===== src/rtl/dmem_xbar.sv =====
// dmem_xbar: window-decoded data-memory crossbar with registered read-return mux and decode-fault tracking.
// Optional fault-address capture is enabled by defining DMEM_XBAR_FAULT_CAPTURE_EN.
module dmem_xbar #(
    parameter int                        N_SLAVES       = 3,
    parameter logic [N_SLAVES*32-1:0]    SLAVE_BASE     = {32'h20000000, 32'h10010000, 32'h08000000},
    parameter logic [N_SLAVES*32-1:0]    SLAVE_SIZE     = {32'h00000100, 32'h00001000, 32'h00001000},
    parameter logic [31:0]               UNMAPPED_RDATA = 32'hDEADBEEF
) (
    input  logic                         clk,
    input  logic                         rst,
    input  logic [31:0]                  io_addr,
    input  logic                         io_ren,
    input  logic                         io_op,
    input  logic [3:0]                   io_mask,
    input  logic [31:0]                  io_wdata,
    output logic [31:0]                  io_rdata,
    output logic [N_SLAVES*32-1:0]       s_addr,
    output logic [N_SLAVES-1:0]          s_op,
    output logic [3:0]                   s_mask,
    output logic [31:0]                  s_wdata,
    input  logic [N_SLAVES*32-1:0]       s_rdata,
    output logic                         io_fault,
    output logic [7:0]                   io_fault_count,
    input  logic                         io_fault_clr,
    output logic [31:0]                  io_fault_addr,
    output logic                         io_fault_valid
);

    localparam int SEL_W = $clog2(N_SLAVES + 1);
    localparam logic [SEL_W-1:0] SEL_NONE = SEL_W'(N_SLAVES);

    logic [SEL_W-1:0] w_sel;
    logic             w_fault;
    logic [SEL_W-1:0] r_sel;
    logic             r_fault;
    logic [7:0]       r_count;

    // Walk from the highest index down so the lowest matching window wins on overlap.
    always_comb begin
        w_sel = SEL_NONE;
        for (int i = N_SLAVES - 1; i >= 0; i--) begin
            if (({1'b0, io_addr} >= {1'b0, SLAVE_BASE[i*32 +: 32]}) &&
                ({1'b0, io_addr} <  {1'b0, SLAVE_BASE[i*32 +: 32]} + {1'b0, SLAVE_SIZE[i*32 +: 32]}))
                w_sel = SEL_W'(i);
        end
    end

    always_comb begin
        s_addr = '0;
        s_op   = '0;
        for (int i = 0; i < N_SLAVES; i++) begin
            s_addr[i*32 +: 32] = io_addr - SLAVE_BASE[i*32 +: 32];
            s_op[i]            = io_op && (w_sel == SEL_W'(i));
        end
    end

    assign s_mask  = io_mask;
    assign s_wdata = io_wdata;
    assign w_fault = (io_ren || io_op) && (w_sel == SEL_NONE);

    // NOTE: sequential state uses non-blocking assignments so every register samples pre-edge values.
    always_ff @(posedge clk or negedge rst) begin
        if (!rst) begin
            r_sel   <= SEL_NONE;
            r_fault <= 1'b0;
            r_count <= 8'd0;
        end else begin
            if (io_ren)
                r_sel <= w_sel;
            r_fault <= w_fault;
            if (io_fault_clr)
                r_count <= {7'd0, w_fault};
            else if (w_fault && (r_count != 8'hFF))
                r_count <= r_count + 8'd1;
        end
    end

    // Slaves read synchronously, so the mux steers on the select registered with the request.
    always_comb begin
        io_rdata = UNMAPPED_RDATA;
        for (int i = 0; i < N_SLAVES; i++) begin
            if (r_sel == SEL_W'(i))
                io_rdata = s_rdata[i*32 +: 32];
        end
    end

    assign io_fault       = r_fault;
    assign io_fault_count = r_count;

`ifdef DMEM_XBAR_FAULT_CAPTURE_EN
    logic [31:0] r_fault_addr;
    logic        r_fault_valid;

    always_ff @(posedge clk or negedge rst) begin
        if (!rst) begin
            r_fault_addr  <= 32'h0;
            r_fault_valid <= 1'b0;
        end else if (io_fault_clr) begin
            r_fault_addr  <= w_fault ? io_addr : 32'h0;
            r_fault_valid <= w_fault;
        end else if (w_fault && !r_fault_valid) begin
            r_fault_addr  <= io_addr;
            r_fault_valid <= 1'b1;
        end
    end

    assign io_fault_addr  = r_fault_addr;
    assign io_fault_valid = r_fault_valid;
`else
    assign io_fault_addr  = 32'h0;
    assign io_fault_valid = 1'b0;
`endif

endmodule


===== config.mk =====
export PLATFORM = sky130hd
export DESIGN_NAME = dmem_xbar
export DESIGN_NICKNAME = d
export VERILOG_FILES = /design/src/rtl/dmem_xbar.sv
export SDC_FILE = /design/constraint.sdc
export NUM_CORES = 1
export LEC_CHECK = 0
export ABC_AREA = 0
export BUFFER_PORTS_ARGS = -buffer_cell sky130_fd_sc_hd__buf_4
export CAP_MARGIN = 10
export CORE_AREA = 2 2 147 149
export DETAILED_ROUTE_END_ITERATION = 7
export DIE_AREA = 0 0 149 151
export SYNTH_ARGS = -nofsm -noshare
export SYNTH_HDL_FRONTEND = slang
export SYNTH_SLANG_ARGS = --single-unit

===== constraint.sdc =====
create_clock -name clk -period 2.5 [get_ports clk]
set_input_delay 0.125 -clock clk [delete_from_list [all_inputs] [get_ports clk]]
set_output_delay 0.125 -clock clk [all_outputs]
set_load 0.03 [all_outputs]

==> qor.yml <==
synthesis:
  ys_types: 46
  synth_edf_count: 0
  synth_compound_area_share_pct: 15.6
  synthesis.area_mm2: 0.00296
  async_flop_share_pct: 100
  yosys_warnings: 0
  synthAdderAreaFrac_pct: 3.81
  yosys.area.top_type_share_pct: 35.8
  synth_xor_area_share_pct: 5.03
  synthMuxAreaShare_pct: 12.7
  synth.most_common_cell: "buf_4"
  yosys.area.top_type: "buf_4"
  synth.area.top_cells: "buf_4 36%, mux2_2 9.5%, dfrtp_1 7.6%, o22a_1 7.1%, ha_1 3.8%"
  ys.flop_type: "dfrtp_1"
  syn_inst: 370
  ys_seq_area_share_pct: 9.39
  syn_avg_cell_area_um2: 7.99
  synthTopCellsByCount: "141 x buf_4, 25 x mux2_2, 24 x o22a_1"
  yosys.area_share.simple_pct: 13.7
  synth_top_family_by_area: "buffers and inverters"
  ys_ff_latch: 11
drt:
  wire_per_inst_um: 13.8
  first_iter_violations: 67
  ant_nets: 0
  via_per_inst: 3.74
  dr.pass1.iters: 4
  routed-via-count: 3033
  wl_um: 11200
  drt_drc_violations_left: 0
sta:
  tightest_slew_ps: 750
  period_share_pct: 92.3
  fmax_mhz: 433
  rsz0062_at_grt: "false"
  setup_viol: 0
  finalHoldViolCount: 0
  slew_headroom_pct: 49.9
  final.min_clock_period_ps: 2310
  fin_skew_ps: 0.704
  drv_slew: 0
  hold_ws_ps: 139
setup_path:
  worstSetupPathType: "input port to primary output"
  cp_data_arrival_time_ps: 2180
  cp-startpoint: "io_addr[16]"
  setup.worst_path.end_class: "primary output"
  crit_required_ps: 2380
  path_max_fanout: 4
  cp-start-kind: "input port"
  r2r_start: "io_fault_count[0]$_DFFE_PN0P_"
global_route:
  overflow: 0
  gr-usage-all-layers_pct: 8.53
  grt_pass1_vias: 2706
  antenna_found_initial: 0
  grt_max_degree: 33
  grt_pass1_wl_um: 15300
cells_and_area:
  fin_nets: 715
  syn2layout_area_growth_pct: 53.3
  drive_gt1_share_pct: 60.4
  fin_area_mm2: 0.00454
  antenna_cells: 0
clock_network:
  cts_made_buffers: 3
  cts_tree: "done"
  cts.sinks: 11
  ctsResizeCount: 0
  clockBufferDepth: 2
  clk_pin_slew_ps: 40
  h-tree-depth: 1
  cts-root-buf: "clkbuf_16"
  clk_latency_ps: 240
power:
  pwr_density_cell_mw_per_mm2: 315
  irDropWorstVdd_uv: 343
  leakage_nw: 2.22
  finalPower_mw: 1.43
floorplan:
  die_h_um: 151
  dieArea_mm2: 0.0225
  rows: 53
  initial_utilization_pct: 14.2
  core_mm2: 0.0208
  die_w_um: 149
  ioPinCount: 378
place:
  placed_cell_area_mm2: 0.00445
  routabilityCongestion: 0.781
  dp_hpwl_um: 9590
  portBuffers: 272
hold_path:
  min_from: "io_fault_clr"
  hold_class: "input port to register"
job:
  cap_violations: 0
status:
  outcome: "finished clean"
[critical path: stages]
cell,delay [ps]
buf_4,110
or4_4,540
or4_4,470
o41ai_4,540
and3_1,230
buf_4,160
[layout by cell type (no fill, tap or decap), types with 4 or more instances in the layout]
cell type,count
a21oi_1,9
nand4_1,5
buf_4,284
ha_1,9
nand3_1,6
inv_1,12
nor4_1,4
dfrtp_1,9
nor2_1,10
o31ai_1,5
xnor2_1,11
or4_1,6
nor3_1,6
conb_1,33
mux2_2,25
o22a_1,24
xor2_1,6
o21ai_0,9
nand2_1,17
mux2i_1,8
[cell families (layout without fill, tap and decap cells)]
family	Yosys count	in the layout
buf+inv	168	302
compound gates	58	58
xor+xnor	17	17
other cells	1	33
simple gates	72	72
mux	34	34
fa+ha+maj	9	9
flops	11	11
[registers in the layout, summed over array words and instances, names as in the netlist]
signal,count
io_fault,1
r_sel,2
io_fault_count,8
[through the flow]
step | utilization [%] | TNS, ps | worst slack (ps) | std cells
final | 21.8 | 0 | 192 | 811
after global routing | 21.8 | 0 | 94.0 | 811
after CTS | 21.8 | 0 | 163 | 811
after detailed placement | 21.4 | -5.55 | -5.55 | 806
after global placement | 21.4 | 0 | 35.7 | 806
after floorplan | - | 0 | 221 | 402
[cell type report]
type,count,area [µm²]
clock buffers,4,78.8
multi-input cells,223,1630
inverters,12,45.0
repair buffers,286,2160
well taps,275,344
fillers,2317,16300
flip-flops and latches,11,278
[final timing paths]
kind / depth (start not counted) / endpoint / slack [ps]
worst max-delay path: 6 / s_op[0] / 190
worst min-delay path: 2 / io_fault_count[6]$_DFFE_PN0P_ / 140
worst max register to register: 5 / io_fault_count[5]$_DFFE_PN0P_ / 330
worst min register to register: 1 / r_sel[0]$_DFFE_PN1P_ / 570
max in group asynchronous: 2 / r_sel[1]$_DFFE_PN1P_ / 2010
min in group asynchronous: 2 / io_fault_count[4]$_DFFE_PN0P_ / 260
[report_power, final]
| group | internal [mW] | switching [mW] | leakage, nW |
|---|---|---|---|
| clock | 0.214 | 0.0793 | 0.0382 |
| sequential | 0.187 | 0.0121 | 0.139 |
| combinational | 0.394 | 0.544 | 2.04 |
| total | 0.795 | 0.636 | 2.22 |
[routing by layer]
layer  routed length (µm)  track usage, %  part of all wire, %
met5                    0               0                    0
met1                 4810            11.6                   43
met3                  868            1.69                  7.7
met2                 5380            14.0                   48
met4                  164            1.86                  1.5
[timing repair]
item                                    CTS  global route
endpoints found under the setup margin    0             0
setup buffers                             0             0
hold buffers                              1             0
hold endpoints to repair                 11             0
No activity file was read; power rests on OpenSTA's default activity.
